--- src/rtl/fifo_cover_monitor.sv ---
// Passive ready/valid FIFO monitor: shadow queue, data and handshake
// checking, per-occupancy coverage bins and saturating counters.
`timescale 1ns/1ps
module fifo_cover_monitor #(
  parameter int WIDTH           = 8,
  parameter int DEPTH           = 8,
  parameter int ALLOW_FULL_BOTH = 0,
  parameter int COUNT_W         = 16
) (
  input  logic                       clk_i,
  input  logic                       reset_i,
  input  logic                       clear_i,
  input  logic                       enq_valid_i,
  input  logic                       enq_ready_i,
  input  logic [WIDTH-1:0]           enq_data_i,
  input  logic                       deq_valid_i,
  input  logic                       deq_yumi_i,
  input  logic [WIDTH-1:0]           deq_data_i,
  output logic [$clog2(DEPTH+1)-1:0] occupancy_o,
  output logic [DEPTH:0]             cover_enq_o,
  output logic [DEPTH:0]             cover_deq_o,
  output logic [DEPTH:0]             cover_both_o,
  output logic                       cover_full_o,
  output logic [COUNT_W-1:0]         enq_count_o,
  output logic [COUNT_W-1:0]         deq_count_o,
  output logic                       err_o,
  output logic [2:0]                 err_code_o
);

  localparam int OW = $clog2(DEPTH+1);
  localparam int PW = $clog2(DEPTH);
  localparam logic [OW-1:0] FULL = OW'(DEPTH);
  localparam logic [OW-1:0] LOW  = OW'(DEPTH-1);

  localparam logic [DEPTH:0] ENQ_MASK =
    {1'b0, {DEPTH{1'b1}}};
  localparam logic [DEPTH:0] DEQ_MASK =
    {{DEPTH{1'b1}}, 1'b0};
  localparam logic [DEPTH:0] BOTH_MASK =
    {(ALLOW_FULL_BOTH != 0), {(DEPTH-1){1'b1}}, 1'b0};

  typedef enum logic [2:0] {
    E_NONE = 3'd0,
    E_OVF  = 3'd1,
    E_UNF  = 3'd2,
    E_DATA = 3'd3,
    E_RDY  = 3'd4
  } err_e;

  logic [WIDTH-1:0] mem [DEPTH];
  logic [PW-1:0]    head, tail;

  logic enq, deq, is_empty, is_full;
  logic unf, ovf, dat, rdy, push, pop;
  err_e code_now;

  logic [DEPTH:0]   cov_enq_n, cov_deq_n, cov_both_n;
  logic [COUNT_W-1:0] enq_cnt_n, deq_cnt_n;
  logic             err_n, full_n;
  logic [2:0]       code_n;

  always_comb begin
    enq      = enq_valid_i & enq_ready_i;
    deq      = deq_valid_i & deq_yumi_i;
    is_empty = (occupancy_o == '0);
    is_full  = (occupancy_o == FULL);
    unf      = deq_valid_i & is_empty;
    ovf      = enq & is_full
             & ~(deq & (ALLOW_FULL_BOTH != 0));
    dat      = deq & ~is_empty
             & (deq_data_i != mem[head]);
    rdy      = ~enq_ready_i & (occupancy_o < LOW);
    // illegal events never touch the shadow queue
    push     = enq & ~ovf;
    pop      = deq & ~is_empty;
  end

  always_comb begin
    if (unf)      code_now = E_UNF;
    else if (ovf) code_now = E_OVF;
    else if (dat) code_now = E_DATA;
    else if (rdy) code_now = E_RDY;
    else          code_now = E_NONE;
  end

  always_comb begin
    cov_enq_n  = cover_enq_o;
    cov_deq_n  = cover_deq_o;
    cov_both_n = cover_both_o;
    enq_cnt_n  = enq_count_o;
    deq_cnt_n  = deq_count_o;
    err_n      = err_o;
    code_n     = err_code_o;
    if (clear_i) begin
      cov_enq_n  = '0;
      cov_deq_n  = '0;
      cov_both_n = '0;
      enq_cnt_n  = '0;
      deq_cnt_n  = '0;
      err_n      = 1'b0;
      code_n     = E_NONE;
    end else begin
      unique case ({enq, deq})
        2'b10:   cov_enq_n[occupancy_o]  = 1'b1;
        2'b01:   cov_deq_n[occupancy_o]  = 1'b1;
        2'b11:   cov_both_n[occupancy_o] = 1'b1;
        default: ;
      endcase
      if (push && enq_count_o != '1)
        enq_cnt_n = enq_count_o + COUNT_W'(1);
      if (pop && deq_count_o != '1)
        deq_cnt_n = deq_count_o + COUNT_W'(1);
      if (!err_o && code_now != E_NONE) begin
        err_n  = 1'b1;
        code_n = code_now;
      end
    end
  end

  always_comb begin
    full_n = (&(cov_enq_n  | ~ENQ_MASK))
           & (&(cov_deq_n  | ~DEQ_MASK))
           & (&(cov_both_n | ~BOTH_MASK));
  end

  always_ff @(posedge clk_i or posedge reset_i) begin
    if (reset_i) begin
      occupancy_o  <= '0;
      head         <= '0;
      tail         <= '0;
      cover_enq_o  <= '0;
      cover_deq_o  <= '0;
      cover_both_o <= '0;
      cover_full_o <= 1'b0;
      enq_count_o  <= '0;
      deq_count_o  <= '0;
      err_o        <= 1'b0;
      err_code_o   <= E_NONE;
    end else begin
      occupancy_o  <= occupancy_o + OW'(push)
                    - OW'(pop);
      if (push) tail <= tail + PW'(1);
      if (pop)  head <= head + PW'(1);
      cover_enq_o  <= cov_enq_n;
      cover_deq_o  <= cov_deq_n;
      cover_both_o <= cov_both_n;
      cover_full_o <= full_n;
      enq_count_o  <= enq_cnt_n;
      deq_count_o  <= deq_cnt_n;
      err_o        <= err_n;
      err_code_o   <= code_n;
    end
  end

  always_ff @(posedge clk_i) begin
    if (push) mem[tail] <= enq_data_i;
  end

endmodule

--- config.mk ---
export PLATFORM = sky130hd
export DESIGN_NAME = fifo_cover_monitor
export DESIGN_NICKNAME = d
export VERILOG_FILES = /design/src/rtl/fifo_cover_monitor.sv
export SDC_FILE = /design/constraint.sdc
export NUM_CORES = 1
export LEC_CHECK = 0
export BUFFER_PORTS_ARGS = -buffer_cell sky130_fd_sc_hd__buf_2
export CAP_MARGIN = 40
export CORE_MARGIN = 3
export CORE_UTILIZATION = 50
export CTS_BUF_LIST = sky130_fd_sc_hd__clkbuf_4
export DETAILED_ROUTE_END_ITERATION = 8
export GPL_ROUTABILITY_DRIVEN = 0
export PLACE_DENSITY_LB_ADDON = 0.2
export SLEW_MARGIN = 20
export SYNTH_ARGS = -nofsm -noshare
export SYNTH_HDL_FRONTEND = slang
export SYNTH_SLANG_ARGS = --single-unit
--- constraint.sdc ---
create_clock -name clk_i -period 3.8 [get_ports clk_i]
set_input_delay 0 -clock clk_i [delete_from_list [all_inputs] [get_ports clk_i]]
set_output_delay 0 -clock clk_i [all_outputs]
set_load 0.02 [all_outputs]
==> out/summary.txt, run 1 <==
first-pass GRT wire length - 21300 um
Reg-to-Reg Start - head[0]
total CTS buffers - 17
DR vias/cell - 5.58
DRC viols - 0
via count - 4232
pin count of the biggest net entering global routing - 42
post-synthesis net count - 515
final hold vios - 0
Hold Crit Class - input pin to register
crit path launch - head[0]
CP max FO - 11
RSZ-0062 raised after global routing - false
CTS H-tree lvls - 4
Syn Area/Cell - 12.8 um^2
count of final setup violators - 0
Yosys reg bits - 138
worst-case clock buffer depth - 2
CP required - 4.22 ns
Tmin final - 3.22 ns
Net count, final - 638
Period Utilization, post-route - 84.6%
async set-or-reset flop fraction in the synthesized netlist - 53.6%
relative slew slack - 45.4%
Multi-input gate area - 0.00219 mm^2
design area - 0.00730 mm^2
maximum clock frequency - 0.311 GHz
setup_tns - 0 ns
clk_skew - 0.0165 ns
synthesized area - 0.00613 mm^2
TritonCTS sink count - 138
CP endpoint - err_code_o[0]
# Max-Cap Violations - 0
Post-synth EDFFs - 64
sequential element share of the synthesized area - 61.5%
Total Wirelength - 13500 um
Synth Flop Type - dfrtp_1
Worst R2R Path Depth - 9
height of the die - 117 um
First-pass DRT Iterations - 5
global route overflow - 0
first-iteration detailed-routing DRC count - 359
drt wl/cell - 17.7 um
die area - 0.0136 mm^2
Lkg Pwr - 0.00323 uW
Ports - 91
area post-placement - 0.00677 mm^2
outcome - completed
total track usage - 20.7%
fraction of layout cells with a size suffix above 1 - 25.0%
ANT nets after route - 0
max-slew violation count - 0
Worst-path clk slew - 0.11 ns
Initial Util - 52.4%
Synth Warn # - 0
WS Path Type - register to register
critical path capture point type - register
TritonCTS clock tree - done
row count - 39
detailed-placement wirelength estimate - 9110 um
Worst R2R End - err_code_o[0]
CORE AREA - 0.0117 mm^2
n_diodes - 0
Storage cell area - 0.00377 mm^2
Root Buffer - clkbuf_4
IO buf count - 90
flop-to-flop setup slack - 0.58 ns
Arrival @ worst endpoint - 3.64 ns
number of global-route vias before repair - 4180
Worst Tran Pin Value - 0.816 ns
PD cells - 551 mW/mm^2
VDD IR max - 0.207 mV
Yosys cell types - 49
antenna violations before repair - 0
hold path cells - 6
clk_lat worst skew - 0.53 ns
Die Wd - 117 um
Gate Count Post-Synth - 480
Worst setup SP type - register
P&R area growth vs syn - 19.0%
Core Util, Final - 62.3%
Fill cells - 942
-- placed cells by master, fill, tap and decap left out, drive strengths merged, types with 3 or more instances in the layout --
| master | netlist | final |
|---|---|---|
| a31oi | 16 | 16 |
| nor3 | 7 | 7 |
| edfxtp | 64 | 64 |
| o21ai | 4 | 4 |
| nand2b | 3 | 3 |
| mux4 | 14 | 14 |
| nand4 | 13 | 13 |
| nand2 | 33 | 33 |
| clkbuf | 13 | 23 |
| and4 | 3 | 3 |
| bufinv | 0 | 4 |
| inv | 14 | 14 |
| a21oi | 21 | 21 |
| dlygate4sd3 | 0 | 19 |
| buf | 9 | 106 |
| xnor2 | 10 | 10 |
| nand3 | 7 | 7 |
| nor2 | 72 | 72 |
| and2 | 3 | 3 |
| mux2i | 16 | 16 |
| a22o | 5 | 5 |
| ha | 11 | 11 |
| a32oi | 5 | 5 |
| dfrtp | 74 | 74 |
| and3 | 9 | 9 |
| xor2 | 32 | 32 |
| clkinv | 0 | 5 |
-- power breakdown --
| group | internal [uW] | switching [uW] |
|---|---|---|
| Combinational | 498 | 569 |
| Clock | 551 | 503 |
| Sequential | 1700 | 199 |
-- flip-flops by register name, summed over array words and instances, names as in the netlist --
register / cells
mem: 64
deq_count_o: 16
enq_count_o: 16
cover_both_o: 9
cover_deq_o: 9
cover_enq_o: 9
occupancy_o: 4
err_code_o: 3
head: 3
tail: 3
cover_full_o: 1
err_o: 1
-- layer usage --
| layer | global-route usage [%] | wire length [um] |
|---|---|---|
| met1 | 27.9 | 5910 |
| met2 | 32.8 | 6650 |
| met3 | 6.11 | 754 |
| met4 | 6.12 | 144 |
| met5 | 0 | 0 |
-- timing repair --
| item | in CTS | in global routing |
|---|---|---|
| endpoints found under the hold margin | 130 | 1 |
| hold buffers | 18 | 1 |
| gates resized for setup | 0 | 0 |
| buffers inserted | 0 | 0 |
-- synth_stat cells, types with 2 or more instances --
cell      instances  area share [%]
mux2i_1          16             2.6
a22o_1            5            0.71
a32oi_1           5            0.71
nor3_1            6            0.49
mux4_1            5             2.1
edfxtp_1         64              31
nor4_1            2            0.20
xor2_1           32             4.6
nand4_1          13             1.3
xnor2_1          10             1.4
nor2b_1           2            0.20
or3_1             2            0.20
a31oi_1          16             1.6
clkbuf_1         13            0.80
and2_1            3            0.31
inv_2             2            0.12
ha_1             11             2.2
mux2_1            2            0.37
inv_1            12            0.73
and4_1            3            0.43
nand3_1           7            0.57
and3_1            9            0.92
nor2_1           72             4.4
nand2_1          32             2.0
a21oi_1          21             1.7
buf_2             5            0.41
mux4_2            9             3.3
nand2b_1          3            0.31
o21ai_0           3            0.24
a41oi_1           2            0.29
dfrtp_1          74              30
buf_6             2            0.37
-- kinds of logic (layout without fill, tap and decap cells) --
family          after synthesis  in the layout  synth area share [%]
compound gates               62             62                  6.69
xor+xnor                     42             42                  6.00
fa+ha+maj                    12             12                  2.57
buf+inv                      36            172                  2.88
flops                       138            138                  61.5
mux                          32             32                  8.43
simple gates                158            158                  11.9
-- worst max-delay path, stage by stage (launching register included) --
cell	delay, ns
dfrtp_1	0.74
buf_4	0.27
mux4_1	0.57
mux2i_1	0.18
xor2_1	0.16
nand4_1	0.13
o21ai_2	0.25
and3_1	0.19
a211oi_1	0.04
dlygate4sd3_1	0.58
-- metrics by stage --
step / hold WS, ns / power, uW / std cells / worst slack, ns
after floorplan: 0.0989 / 2700 / 480 / 1.32
after global placement: 0.153 / 2900 / 698 / 0.899
after detailed placement: 0.154 / 2980 / 705 / 0.863
after CTS: 0.0120 / 4040 / 755 / 0.518
after global routing: 0.0365 / 4250 / 759 / 0.345
final: 0.0521 / 4020 / 759 / 0.583
-- worst min path at each step --
stage / start / endpoint / slack (ns)
2_1_floorplan: enq_data_i[0] / mem[0][0] / 0.1
3_3_place_gp: reset_i / deq_count_o[12] / 0.15
3_5_place_dp: reset_i / deq_count_o[12] / 0.15
4_1_cts: deq_data_i[5] / err_o / 0.01
5_1_grt: deq_data_i[5] / err_o / 0.04
6_report: deq_data_i[5] / err_o / 0.05
-- area by class of cell --
class | count | share of cell area (%)
clock buffer | 22 | 2.26
tap | 143 | 2.45
clock inverter | 10 | 2.04
sequential | 138 | 51.7
inverter | 14 | 0.720
timing repair buffer | 126 | 10.8
multi-input combinational | 306 | 30.0
(Power assumes the default switching activity.)
==> inputs of run 2 (changes only) <==
ABC_AREA = 1   (was not set)
clock period = 2.7 ns   (was 3.8 ns; I/O delays follow)
==> run 2 against run 1 <==
Compared with the run above:
- count of clock-buffer cells in the layout down 3
- critical endpoint unchanged
- non-clock buffer count up 7
- register-to-register slack worse by 0.43 ns
- global-route usage up 1.1 points
- cell count up 34%
- worst setup slack worse by 0.43 ns
- design area up 6.1%
- hold slack better by 0.16 ns
- synthesized cell count up 46%
- die area up 5.0%
- largest cell class unchanged
==> out/summary.txt, run 2 <==
Hold Crit Class - input pin to register
global route overflow - 0
Worst Slack Setup Final - 0.149 ns
most frequent cell after synthesis - nand2_1
Worst-path clk slew - 0.11 ns
WS Path Type - register to register
Slowest-stage cell, CP - dlygate4sd3_1
Syn Area/Cell - 9.20 um^2
outcome - completed
Lkg Pwr - 0.00372 uW
drt wl/cell - 15.2 um
Period Utilization, post-route - 94.5%
Gate Count Post-Synth - 702
antenna violations before repair - 0
First-pass DRT Iterations - 5
sequential share of power - 42.7%
PD cells - 761 mW/mm^2
CP max FO - 11
top cell family by delay on the critical path - simple AND/OR/NAND/NOR gates
ANT nets after route - 0
worst-case clock buffer depth - 2
synthesized area - 0.00646 mm^2
Die Wd - 120 um
DRC viols - 0
Internal Power - 3730 uW
# Max-Cap Violations - 0
relative slew slack - 66.9%
grt met3 use - 5.75%
grt met2 use - 35.2%
TritonCTS clock tree - done
via count - 5326
height of the die - 120 um
VDD IR max - 0.353 mV
Synth Warn # - 0
fraction of layout cells with a size suffix above 1 - 20.6%
Yosys reg bits - 138
CP required - 3.13 ns
cell taking the most area after synthesis - edfxtp_1
Biggest register - mem
Ports - 91
Root Buffer - clkbuf_4
max-slew violation count - 0
Post-synth EDFFs - 64
Synth Flop Type - dfrtp_1
total CTS buffers - 17
pin count of the biggest net entering global routing - 56
Sw Ratio - 36.7%
biggest cell delay along the critical path - 0.56 ns
CTS H-tree lvls - 4
commonest non-fill, non-tap cells in the layout - 158 x nand2_1, 97 x inv_1, 91 x buf_2
total track usage - 21.8%
Total Wirelength - 15500 um
post-synthesis net count - 737
Initial Util - 52.5%
final hold vios - 0
Yosys top cell area share - 29.8%
largest registers - mem x64, deq_count_o x16, enq_count_o x16
Synth area leaders - edfxtp_1 30%, dfrtp_1 29%, nand2_1 9.3%
area post-placement - 0.00715 mm^2
design area - 0.00775 mm^2
number of global-route vias before repair - 5090
Arrival @ worst endpoint - 2.98 ns
Place WS - 0.391 ns
sw power - 2170 uW
clk_lat worst skew - 0.54 ns
Fill cells - 1070
P&R area growth vs syn - 19.9%
worst path cell trace - buf_4, buf_12, nand2_1, nand3_1, nand3_2, nand2_1, nand2_1, nand2_1, inv_1, nand2_1, nor2_1, nand2_1, nand2_2, nand2_2, nand4_1, dlygate4sd3_1, nand2_1
max FFs per register - 64
commonest cells in the netlist - 160 x nand2_1, 99 x inv_1, 74 x dfrtp_1
Worst setup SP type - register
most common cell after layout, fill and taps aside - nand2_1
GR peak layer - met2
worst path bufs/invs - 4
clock network power share - 21.3%
maximum clock frequency - 0.392 GHz
GRT met1 Usage - 28.6%
die area - 0.0143 mm^2
combinational power share - 36.0%
clk_skew - 0.0140 ns
CORE AREA - 0.0123 mm^2
Worst Tran Pin Value - 0.493 ns
Net count, final - 873
first-pass GRT wire length - 24800 um
row count - 40
DR vias/cell - 5.23
async set-or-reset flop fraction in the synthesized netlist - 53.6%
sequential element share of the synthesized area - 58.4%
IO buf count - 90
first-iteration detailed-routing DRC count - 492
critical path capture point type - register
most used cell, CP - nand2_1
detailed-placement wirelength estimate - 10400 um
Tmin final - 2.55 ns
n_diodes - 0
count of final setup violators - 0
TritonCTS sink count - 138
Yosys cell types - 40
[run 2: cell count changes after synthesis, sizes merged, moves of 8 or more]
| cell | previous run | this run |
|---|---|---|
| nand2 | 33 | 165 |
| inv | 14 | 102 |
| nand3 | 7 | 66 |
| a21oi | 21 | 52 |
| xor2 | 32 | 3 |
| mux2i | 16 | 0 |
| o21ai | 4 | 20 |
| a31oi | 16 | 1 |
| mux4 | 14 | 0 |
| nor3 | 7 | 21 |
| and3 | 9 | 1 |
| clkbuf | 13 | 5 |
| xnor2 | 10 | 2 |
[run 2: per-layer routing]
| layer | vias up | part of all wire [%] |
|---|---|---|
| li1 | 2579 | - |
| met1 | 2526 | 43 |
| met2 | 191 | 48 |
| met3 | 30 | 6.8 |
| met4 | 0 | 2.0 |
| met5 | - | 0 |
[run 2: cell type report]
class / instances / area, um^2 / share of cell area [%]
clock buffer: 19 / 143 / 1.84
clock inverter: 13 / 109 / 1.41
inverter: 104 / 408 / 5.26
multi-input combinational: 443 / 2200 / 28.4
sequential: 138 / 3770 / 48.7
tap: 168 / 210 / 2.71
timing repair buffer: 133 / 893 / 11.5
timing repair inverter: 1 / 11.3 / 0.145
[run 2: final timing paths]
kind | start | to | slack [ns] | cells after the start
max | head[0] | err_code_o[0] | 0.15 | 17
min | deq_data_i[3] | err_o | 0.21 | 9
max reg2reg | head[0] | err_code_o[0] | 0.15 | 17
min reg2reg | cover_both_o[8] | cover_both_o[8] | 0.51 | 2
max in group asynchronous | reset_i | head[0] | 1.54 | 6
min in group asynchronous | reset_i | deq_count_o[9] | 0.60 | 5
[run 2: through the flow]
stage | TNS (ns) | hold WS [ns] | utilization [%] | power (uW) | cells
2_1_floorplan | 0 | 0.0749 | - | 3890 | 702
3_3_place_gp | 0 | 0.269 | 57.9 | 4270 | 959
3_5_place_dp | 0 | 0.0513 | 58.1 | 4350 | 960
4_1_cts | 0 | 0.122 | 61.5 | 5630 | 1009
5_1_grt | -0.00549 | 0.210 | 62.9 | 6280 | 1019
6_report | 0 | 0.207 | 62.9 | 5890 | 1019
[run 2: what timing repair did]
item / 4_1_cts / 5_1_grt
gates resized for setup: 0 / 16
hold buffers: 17 / 0
buffers inserted: 0 / 9
hold endpoints to repair: 190 / 0
endpoints found under the setup margin: 0 / 2
[run 2: tightest hold or removal path: stages]
cell and delay, ns:
buf_2 0.10, nand3_1 0.07, nand3_1 0.08, nor2_1 0.04, nand2_1 0.11, nand2_2 0.09, nand3_2 0.07, o21ai_0 0.08
inv_1 0.06
[run 2: power by group through the flow]
stage | clock network (uW) | registers (uW) | logic (uW)
after floorplan | 0 | 2600 | 1300
after global placement | 0 | 2530 | 1740
after detailed placement | 0 | 2540 | 1810
after CTS | 1300 | 2500 | 1840
after global routing | 1370 | 2540 | 2380
final | 1260 | 2510 | 2120
[run 2: cell families (layout without fill, tap and decap cells)]
| group | Yosys count | count (layout) | synth area share (%) |
|---|---|---|---|
| adders and majority gates | 12 | 12 | 2.44 |
| AOI/OAI and AO/OA | 79 | 79 | 6.59 |
| DFF | 138 | 138 | 58.4 |
| xor gates and xnor gates | 5 | 5 | 0.678 |
| buffers and inverters | 121 | 270 | 7.86 |
| and+or+nand+nor | 347 | 347 | 24.0 |
